## config.mk

```make
export PLATFORM = sky130hd
export DESIGN_NAME = framer
export DESIGN_NICKNAME = d
export VERILOG_FILES = /design/src/rtl/framer.sv
export SDC_FILE = /design/constraint.sdc
export NUM_CORES = 1
export LEC_CHECK = 0
export ABC_AREA = 1
export BUFFER_PORTS_ARGS = -buffer_cell sky130_fd_sc_hd__buf_4
export CORE_MARGIN = 1
export CORE_UTILIZATION = 41
export CTS_CLUSTER_DIAMETER = 150
export CTS_CLUSTER_SIZE = 25
export DETAILED_ROUTE_END_ITERATION = 6
export GPL_TIMING_DRIVEN = 0
export PLACE_DENSITY_LB_ADDON = 0.1
export SLEW_MARGIN = 20
export SYNTH_ARGS = -nofsm -noshare
export SYNTH_HDL_FRONTEND = slang
export SYNTH_SLANG_ARGS = --single-unit
```

## constraint.sdc

```tcl
create_clock -name aclk -period 0.9 [get_ports aclk]
set_input_delay 0.045 -clock aclk [delete_from_list [all_inputs] [get_ports aclk]]
set_output_delay 0.045 -clock aclk [all_outputs]
set_load 0.02 [all_outputs]
```

## src/rtl/framer.sv

```systemverilog
// framer: byte-stream frame encoder for the AXI4-Stream framing link.
// Each packet (delimited by target_tlast) is emitted as START_BYTE, the
// payload, then STOP_BYTE with initiator_tlast set. The output is a
// single registered beat, so initiator_tready never reaches
// initiator_tvalid combinationally.
// Optional feature macro: FRAMER_ESCAPE_EN. When it is defined, payload
// bytes equal to any delimiter or to the escape byte are sent as
// ESCAPE_BYTE followed by the byte itself. When it is undefined, the
// payload is forwarded unmodified and the sender must keep reserved
// bytes out of it.
module framer #(
    parameter logic [7:0] START_BYTE  = 8'h7D,
    parameter logic [7:0] STOP_BYTE   = 8'h7E,
    parameter logic [7:0] ESCAPE_BYTE = 8'h7F
) (
    input  logic       aclk,
    input  logic       areset,
    input  logic       target_tvalid,
    output logic       target_tready,
    input  logic [7:0] target_tdata,
    input  logic       target_tlast,
    output logic       initiator_tvalid,
    input  logic       initiator_tready,
    output logic [7:0] initiator_tdata,
    output logic       initiator_tlast
);

    typedef enum logic [1:0] {
        S_IDLE = 2'd0,
        S_DATA = 2'd1,
        S_ESC  = 2'd2,
        S_STOP = 2'd3
    } state_t;

    state_t     state_q;
    logic       tvalid_q;
    logic [7:0] tdata_q;
    logic       tlast_q;
    logic       out_free;

`ifdef FRAMER_ESCAPE_EN
    // Reserved byte waiting behind its escape prefix, with its last flag.
    logic [7:0] hold_data_q;
    logic       hold_last_q;

    function automatic logic is_reserved(input logic [7:0] b);
        return (b == START_BYTE) || (b == STOP_BYTE) || (b == ESCAPE_BYTE);
    endfunction
`endif

    // The output register can take a new beat when it is empty or being drained.
    assign out_free      = !tvalid_q || initiator_tready;
    assign target_tready = out_free && (state_q == S_DATA);

    assign initiator_tvalid = tvalid_q;
    assign initiator_tdata  = tdata_q;
    assign initiator_tlast  = tlast_q;

    // Frame sequencing FSM; every output beat is loaded into the registered stage.
    always_ff @(posedge aclk or posedge areset) begin
        if (areset) begin
            state_q     <= S_IDLE;
            tvalid_q    <= 1'b0;
            tdata_q     <= 8'h00;
            tlast_q     <= 1'b0;
`ifdef FRAMER_ESCAPE_EN
            hold_data_q <= 8'h00;
            hold_last_q <= 1'b0;
`endif
        end else if (out_free) begin
            // Default: the beat (if any) drains and nothing new is loaded.
            // tdata/tlast keep their old value while the register is empty.
            tvalid_q <= 1'b0;
            case (state_q)
                S_IDLE: begin
                    // Open a frame as soon as a payload byte is offered; the
                    // byte itself is consumed in DATA on the next cycle.
                    if (target_tvalid) begin
                        tvalid_q <= 1'b1;
                        tdata_q  <= START_BYTE;
                        tlast_q  <= 1'b0;
                        state_q  <= S_DATA;
                    end
                end
                S_DATA: begin
                    // target_tready is high here, so valid means handshake.
                    if (target_tvalid) begin
`ifdef FRAMER_ESCAPE_EN
                        if (is_reserved(target_tdata)) begin
                            tvalid_q    <= 1'b1;
                            tdata_q     <= ESCAPE_BYTE;
                            tlast_q     <= 1'b0;
                            hold_data_q <= target_tdata;
                            hold_last_q <= target_tlast;
                            state_q     <= S_ESC;
                        end else
`endif
                        begin
                            tvalid_q <= 1'b1;
                            tdata_q  <= target_tdata;
                            tlast_q  <= 1'b0;
                            if (target_tlast) begin
                                state_q <= S_STOP;
                            end
                        end
                    end
                end
                S_ESC: begin
`ifdef FRAMER_ESCAPE_EN
                    // Send the reserved byte that followed the escape prefix.
                    tvalid_q <= 1'b1;
                    tdata_q  <= hold_data_q;
                    tlast_q  <= 1'b0;
                    state_q  <= hold_last_q ? S_STOP : S_DATA;
`else
                    state_q  <= S_IDLE;
`endif
                end
                S_STOP: begin
                    tvalid_q <= 1'b1;
                    tdata_q  <= STOP_BYTE;
                    tlast_q  <= 1'b1;
                    state_q  <= S_IDLE;
                end
                default: begin
                    state_q <= S_IDLE;
                end
            endcase
        end
    end

endmodule

```

# Word-level counts from Yosys, hierarchy flattened
# Cells that the tools add are included.
[op_classes]
muxes = 11
n_eq_ne = 7
reduce_logical = 11
[op_table]
columns = ["cell", "n"]
rows = [
  ["$pmux W8 S3", 1],
  ["$mux W8", 2],
  ["$reduce_and A4 Y1", 2],
  ["$mux W2", 3],
  ["$ne A2 B2 Y1 const B", 3],
  ["$pmux W2 S3", 1],
  ["$eq A2 B2 Y1 const B", 2],
  ["$pmux W1 S2", 2],
  ["$reduce_or A2 Y1", 2],
  ["$reduce_and A3 Y1", 1],
  ["$reduce_bool A3 Y1", 1],
  ["$eq A2 B1 Y1 const B", 1],
  ["$logic_not A2 Y1", 1],
  ["$mux W1", 2],
  ["$ne A2 B1 Y1 const B", 1],
  ["$reduce_bool A2 Y1", 1],
  ["$logic_and A1 B1 Y1", 1],
  ["$logic_not A1 Y1", 1],
  ["$logic_or A1 B1 Y1", 1],
]
[totals]
wordCells = 33
register_bits = 12
input_bits = 13

# Longest topological paths before layout
# Gate-level depths: netlist of run 1.
[depth]
word_depth = 4
ltp_mapped = 6

# Worst setup path before layout of run 1
# No wires, ideal clock.
[synth_timing]
kind = "reg-to-output"
from = "register tvalid_q, in the netlist initiator_tvalid"
to = "output target_tready"
n_path_buf = 0
stages_incl_launch_ff = 4
slack_ps = -145
required_time_ps = 855
arrival_time_ps = 1000
path_cell_list = "dfrtp_1 nand2_1 inv_1 nor2_1"
[synth_via]
elab_chain_len = 3
[synth_lines]
columns = ["item", "line", "text"]
rows = [
  ["start: declaration", "36", "logic tvalid_q;"],
  ["start signal: assignment", "63", "tvalid_q <= 1'b0;"],
  ["start signal: assignment", "73", "tvalid_q <= 1'b0;"],
  ["start signal: assignment", "79", "tvalid_q <= 1'b1;"],
  ["$logic_not A1 Y1", "52", "assign out_free = !tvalid_q || initiator_tready;"],
  ["$logic_or A1 B1 Y1", "52", ""],
  ["$logic_and A1 B1 Y1", "53", "assign target_tready = out_free && (state_q == S_DATA);"],
  ["end: declaration", "19", "output logic target_tready,"],
]
# No other way between the ends.

# Worst setup path in the final report of run 1
[layout_timing]
from = "register tvalid_q, in the netlist initiator_tvalid"
to = "register tdata_q[1], in the netlist initiator_tdata[1]"
[layout_via]
elab_chain_len = 3
[layout_lines]
columns = ["item", "line", "text"]
rows = [
  ["$logic_not A1 Y1", "52", ""],
  ["$logic_or A1 B1 Y1", "52", ""],
  ["$reduce_and A4 Y1 (no source line)", "-", ""],
  ["end signal: assignment", "100", "tdata_q <= target_tdata;"],
  ["end: declaration", "37", "logic [7:0] tdata_q;"],
]
# No other way between the ends.
# A chain may end at the register's enable or synchronous reset.

==> metrics.md, run 1 <==
| Metric | Value |
|---|---|
| Run status | `finished with violations` |
| Failing checks | `hold timing, setup timing` |
| Total global routing overflow | `0` |
| DP Cell Count | `115` |
| Kind of critical path | `flop to flop` |
| Detailed Route Iter0 Violations | `25` |
| Reg-to-reg slack, setup | `-0.24 ns` |
| Yosys reg bits | `12` |
| R2R depth | `5` |
| Largest net degree at the start of global routing | `13` |
| Worst min-delay path category | `input port to flop` |
| Final core occ | `80.11%` |
| Critical path arrival | `1.36 ns` |
| Total number of vias | `686` |
| Placer Congestion | `0.7606` |
| Maxcap violations | `0` |
| Setup ws final | `-0.2357 ns` |
| Final hold violation count | `1` |
| Core area | `1334 sq um` |
| Data required time of the worst path | `1.12 ns` |
| Fin cells | `131` |
| Die X | `40.43 um` |
| Crit-path cells | `nand2_4, buf_4, buf_6, nand3_1, nand2_2` |
| Final count of pins violating max slew | `0` |
| Ant. Diodes | `0` |
| Final setup vio count | `14` |
| Global Route Usage Sum | `24.17%` |
| Crit end category | `flop` |
| Synth unique cells | `12` |
| Syn Nets | `90` |
| Antenna violations before repair | `0` |
| DR vias/cell | `5.237` |
| Smallest hold slack | `-0.005435 ns` |
| Number of remaining DRC errors | `0` |
| Critical R2R Launch | `initiator_tvalid` |
| Worst R2R End | `initiator_tdata[1]` |
| Die area | `1635 sq um` |
| Power, Total | `3.591 mW` |
| Synth top area share | `49.59%` |
| Sequential fraction of the synthesis area | `49.59%` |
| H-tree Lvls | `1` |
| Post-Syn Instances | `77` |
| Mean post-synth cell area | `7.865 sq um` |
| Crit path buf inv count | `2` |
| First-pass iteration count of the detailed router | `4` |
| CTS Buf Count | `3` |
| Clock tree from TritonCTS | `yes` |
| Synthesized area | `605.6 sq um` |
| Leak | `0.5851 nW` |
| Slew @ Worst Pin | `0.4798 ns` |
| Critical path depth | `5` |
| # IOs | `24` |
| Synthesis Warnings | `0` |
| Skew final | `0.01330 ns` |
| Setup WS pre-CTS | `-0.2334 ns` |
| Crit-path max cell delay | `0.44 ns` |
| CTS max path bufs | `2` |
| CP max FO | `10` |
| Startpoint Class | `flop` |
| Vias in the first global route | `595` |
| Clock edge transition at the registers on the reported setup and hold paths | `0.09 ns` |
| P&R area growth vs syn | `76.45%` |
| First-pass GRT wire length | `2518 um` |
| Die Y | `40.43 um` |
| Placement Cell Area | `808.3 sq um` |
| Fmax | `880.5 MHz` |
| Critical-path cell with the highest stage delay | `dfrtp_2` |
| Rel. slew slack | `67.98%` |
| Final Cycle Share | `126.2%` |
| Delay-heaviest family, CP | `flip-flops` |
| Total Routed Length | `1770 um` |
| Final instance area | `1069 sq um` |
| Post-layout net count | `130` |
| Layout cell share with drive strength beyond 1 | `52.59%` |
| Unrepaired setup endpoints after global routing | `yes` |
| Post-synth top area cell | `dfrtp_1` |
| Starting Density | `45.40%` |
| Crit path from | `initiator_tvalid` |
| Most area-consuming cells after synthesis | `dfrtp_1, nand2_1, nand3_1` |
| # rows | `13` |
| Fin crit period | `1.136 ns` |
| Pwr/cell area | `3360 nW/um^2` |
| CP endpoint | `initiator_tdata[1]` |
| Number of buffers added on ports | `23` |
| CTS root buf | `clkbuf_4` |
| DR WL/cell | `13.51 um` |
| Peak supply drop | `1748 uV` |
| Remaining antenna violation count | `0` |
| HPWL Detailed | `915.2 um` |
| Worst-Skew Late Latency | `0.29 ns` |
| Sink Count | `12` |
==> per-layer routing <==
metal	wire length (um)	GRT usage, %	part of all wire, %	up-vias
met5	0	0	0	-
met4	53	12.50	3.0	0
met3	171	5.000	9.7	7
met2	856	42.86	48	48
met1	690	26.60	39	312
li1	-	-	-	319
==> worst min-delay path by stage <==
stage / from / depth (start not counted) / endpoint
final: target_tlast / 3 / state_q[1]
after global routing: target_tlast / 3 / state_q[1]
after CTS: target_tlast / 3 / state_q[1]
after detailed placement: areset / 2 / initiator_tdata[1]
after global placement: areset / 2 / initiator_tdata[4]
after floorplan: areset / 1 / initiator_tdata[0]
==> cell type report <==
class	instances	area (sq um)
well taps	15	18.77
fillers	91	265.3
clock buffers	4	36.28
inverters	11	46.29
plain buffers	2	22.52
repair buffers	33	285.3
multi-input cells	54	356.6
flip-flops and latches	12	302.8
==> stage by stage <==
step	TNS [ns]	hold WS [ns]
floorplan	-0.9132	-0.09037
global placement	-2.186	0.09143
detailed placement	-2.147	0.09164
CTS	-2.030	0.01255
global route	-3.042	0.02168
finish	-2.636	-0.005435
==> worst min-delay path: cells and delay by family <==
family / cells / cell delay (ns)
and+or+nand+nor: 2 / 0.14
buffers and inverters: 1 / 0.08
==> cells in the final DEF, fill, tap and decap left out, drive strengths merged <==
cell type and n:
buf 34, nand2 32, nand3 13, dfrtp 12
inv 11, nor2 6, clkbuf 4, nand4 1
o21ai 1, a21oi 1, dlygate4sd3 1
==> logic make-up after synthesis <==
group,count (synthesis),share of synthesized area [%]
flops,12,49.59
compound gates,2,1.651
buf+inv,13,10.54
simple gates,50,38.22
==> cell usage after synthesis <==
library cell,count
a21oi_1,1
buf_6,2
dfrtp_1,12
inv_1,10
inv_2,1
nand2_1,26
nand2_2,1
nand2_4,3
nand3_1,13
nand4_1,1
nor2_1,6
o21ai_0,1
==> flip-flops by register name, summed over array words and instances, names as in the netlist <==
register and cells:
initiator_tdata 8, state_q 2, initiator_tlast 1, initiator_tvalid 1
==> power by group <==
group          internal [mW]  switching [mW]  leakage, nW
Sequential             0.792           0.192        0.142
Combinational           1.00            1.15        0.422
Clock                  0.247           0.210       0.0210
Total                   2.04            1.55        0.585
==> what timing repair did <==
| item | in CTS | in global routing |
|---|---|---|
| setup buffers | 6 | 3 |
| hold buffers | 1 | 0 |
| gates resized for setup | 19 | 10 |
| endpoints found under the hold margin | 12 | 0 |
| pin swaps | 6 | 3 |
| endpoints found under the setup margin | 13 | 20 |
| cloned | 2 | 0 |
Power figures use the tool's default switching activity.
==> run 2, diff against run 1 <==
Settings changed: SETUP_SLACK_MARGIN set to 0.2.
==> run 2 against run 1 <==
The run still ends with hold timing, setup timing left. Clock power is 20% lower. Clock skew is 0.0099 ns lower. Utilization is 13 points higher. Count of clock-buffer cells in the layout stayed put. Maximum frequency is 0.29% higher. Via count is 9.3% higher. Sequential power hardly changed. Worst setup slack better by 0.0033 ns. Power is 17% higher. Register-to-register slack hardly changed. Critical path type is now flop to primary output. Highest routed layer unchanged.
==> metrics.md, run 2 (synthesis gave the netlist of run 1 again) <==
| Metric | Value |
|---|---|
| Run status | `finished with violations` |
| Failing checks | `hold timing, setup timing` |
| Total Routed Length | `2440 um (+38%)` |
| Core area | `1334 sq um (unchanged)` |
| Total global routing overflow | `0 (unchanged)` |
| Fill cells | `42 (-54%)` |
| Smallest hold slack | `-0.2227 ns (-0.2172 ns)` |
| Crit-path max cell delay | `0.44 ns (about the same)` |
| Clock edge transition at the registers on the reported setup and hold paths | `0.08 ns (about the same)` |
| Critical-path cell with the highest stage delay | `dfrtp_2` |
| # IOs | `24 (unchanged)` |
| Peak supply drop | `2261 uV (+29%)` |
| DR vias/cell | `5.357 (+2.3%)` |
| Data required time of the worst path | `0.85 ns (-0.27 ns)` |
| Met3 Usage GRT | `3.333% (-1.7 points)` |
| Remaining antenna violation count | `0 (unchanged)` |
| Final instance area | `1240 sq um (+16%)` |
| Crit-path cells | `nand2_4, inv_4, nor2_4, buf_6` |
| Startpoint Class | `flop` |
| # rows | `13 (unchanged)` |
| Crit end category | `primary output` |
| Power, Total | `4.190 mW (+17%)` |
| Number of buffers added on ports | `23 (unchanged)` |
| Final Cycle Share | `125.8% (-0.36 points)` |
| Met2 Use GR | `45.24% (+2.4 points)` |
| DP Cell Count | `115 (unchanged)` |
| Commonest non-fill, non-tap cell in the layout | `buf_4` |
| Rel. slew slack | `68.26% (+0.29 points)` |
| Vias in the first global route | `651 (+9.4%)` |
| Slew @ Worst Pin | `0.4755 ns (-0.004309 ns)` |
| Fmax | `883.1 MHz (+0.29%)` |
| Setup_tns | `-2.590 ns (+0.04613 ns)` |
| Antenna violations before repair | `0 (unchanged)` |
| Critical path arrival | `1.09 ns (-0.27 ns)` |
| Kind of critical path | `flop to primary output` |
| Final count of pins violating max slew | `0 (unchanged)` |
| CTS max path bufs | `2 (unchanged)` |
| Die X | `40.43 um (unchanged)` |
| Max reg flops | `8 (unchanged)` |
| Setup ws final | `-0.2324 ns (+0.003260 ns)` |
| Starting Density | `45.40% (unchanged)` |
| Placer Congestion | `0.7443 (-2.1%)` |
| Worst min-delay path category | `input port to asynchronous set/reset pin` |
| Ant. Diodes | `0 (unchanged)` |
| Crit path buf inv count | `2 (unchanged)` |
| Die Y | `40.43 um (unchanged)` |
| Clock tree from TritonCTS | `yes` |
| HPWL Detailed | `963.2 um (+5.2%)` |
| Unrepaired setup endpoints after global routing | `yes` |
| Maxcap violations | `0 (unchanged)` |
| Detailed Route Iter0 Violations | `27 (+8.0%)` |
| Number of remaining DRC errors | `0 (unchanged)` |
| Sink Count | `12 (unchanged)` |
| Placement Cell Area | `808.3 sq um (unchanged)` |
| CTS root buf | `clkbuf_4` |
| Most frequent cells in the layout | `buf_4, buf_6, nand2_1` |
| Post-layout net count | `139 (+6.9%)` |
| Final setup vio count | `14 (unchanged)` |
| Layout cell share with drive strength beyond 1 | `60.80% (+8.2 points)` |
| First-pass iteration count of the detailed router | `4 (unchanged)` |
| CTS Buf Count | `3 (unchanged)` |
| P&R area growth vs syn | `104.8%` |
| Met1 usage | `31.51% (+4.9 points)` |
| CP max FO | `2 (-8)` |
| Die area | `1635 sq um (unchanged)` |
| Final hold violation count | `12 (+11)` |
| Global Route Usage Sum | `25.92% (+1.8 points)` |
| Total number of vias | `750 (+9.3%)` |
| First-pass GRT wire length | `2739 um (+8.8%)` |
| H-tree Lvls | `1 (unchanged)` |
| DR WL/cell | `17.43 um (+29%)` |
| Leak | `0.6577 nW (+12%)` |
| Worst-Skew Late Latency | `0.28 ns (about the same)` |
| Fin cells | `140 (+6.9%)` |
| Fin crit period | `1.132 ns (-0.003260 ns)` |
| Pwr/cell area | `3379 nW/um^2 (+0.56%)` |
| Skew final | `0.003433 ns (-0.009865 ns)` |
| Most Used Layer, Global Route | `met2` |
| Largest net degree at the start of global routing | `13 (unchanged)` |
| Delay-heaviest family, CP | `flip-flops` |
[run 2: changes by cell type in the layout (fill, tap and decap cells not counted), moves of 2 or more]
| cell | change |
|---|---|
| buf_6 | +8 |
| nand2_1 | -2 |
| nand3_1 | -2 |
| nand3_2 | +2 |
| nand2_8 | +2 |
[run 2: power by group]
part           internal [mW]  switching [mW]  total, mW  leakage, nW
combinational           1.40            1.43       2.83        0.501
clock                  0.172           0.193      0.365       0.0150
sequential             0.792           0.207       1.00        0.142
total                   2.36            1.83       4.19        0.658
[run 2: path summary, 6_finish.rpt]
path | start | endpoint | slack [ns] | cells after the start
worst max-delay path | initiator_tvalid | target_tready | -0.23 | 4
worst min-delay path | areset | initiator_tdata[5] | -0.22 | 2
worst max register to register | state_q[1] | initiator_tdata[7] | -0.23 | 7
worst min register to register | initiator_tdata[6] | initiator_tdata[6] | 0.54 | 2
max in group asynchronous | areset | state_q[1] | 0.77 | 2
min in group aclk | target_tlast | state_q[1] | 0.05 | 3
[run 2: area by class of cell]
cell class	instances	area, sq um	share of cell area (%)
inverters	11	46.29	3.734
clock buffers	4	26.28	2.119
repair buffers	42	414.1	33.40
well taps	15	18.77	1.514
plain buffers	2	26.28	2.119
multi-input cells	54	405.4	32.69
flip-flops and latches	12	302.8	24.42
[run 2: per-stage QoR]
step	setup slack (ns)	util [%]
after detailed placement	-0.2389	60.60
after CTS	-0.2384	84.80
after floorplan	-0.09794	-
after global routing	-0.2788	92.96
final	-0.2324	92.96
after global placement	-0.2182	60.60
[run 2: repair_timing]
action,in CTS,in global routing
hold endpoints to repair,12,12
buffers inserted,15,3
gates resized for setup,40,13
cloned,2,1
endpoints found under the setup margin,23,23
pin swaps,8,6
[run 2: metal layers]
metal	up-vias	share of wire, %
li1	339	-
met1	369	42
met2	32	52
met3	10	3.7
met4	0	2.4
met5	-	0
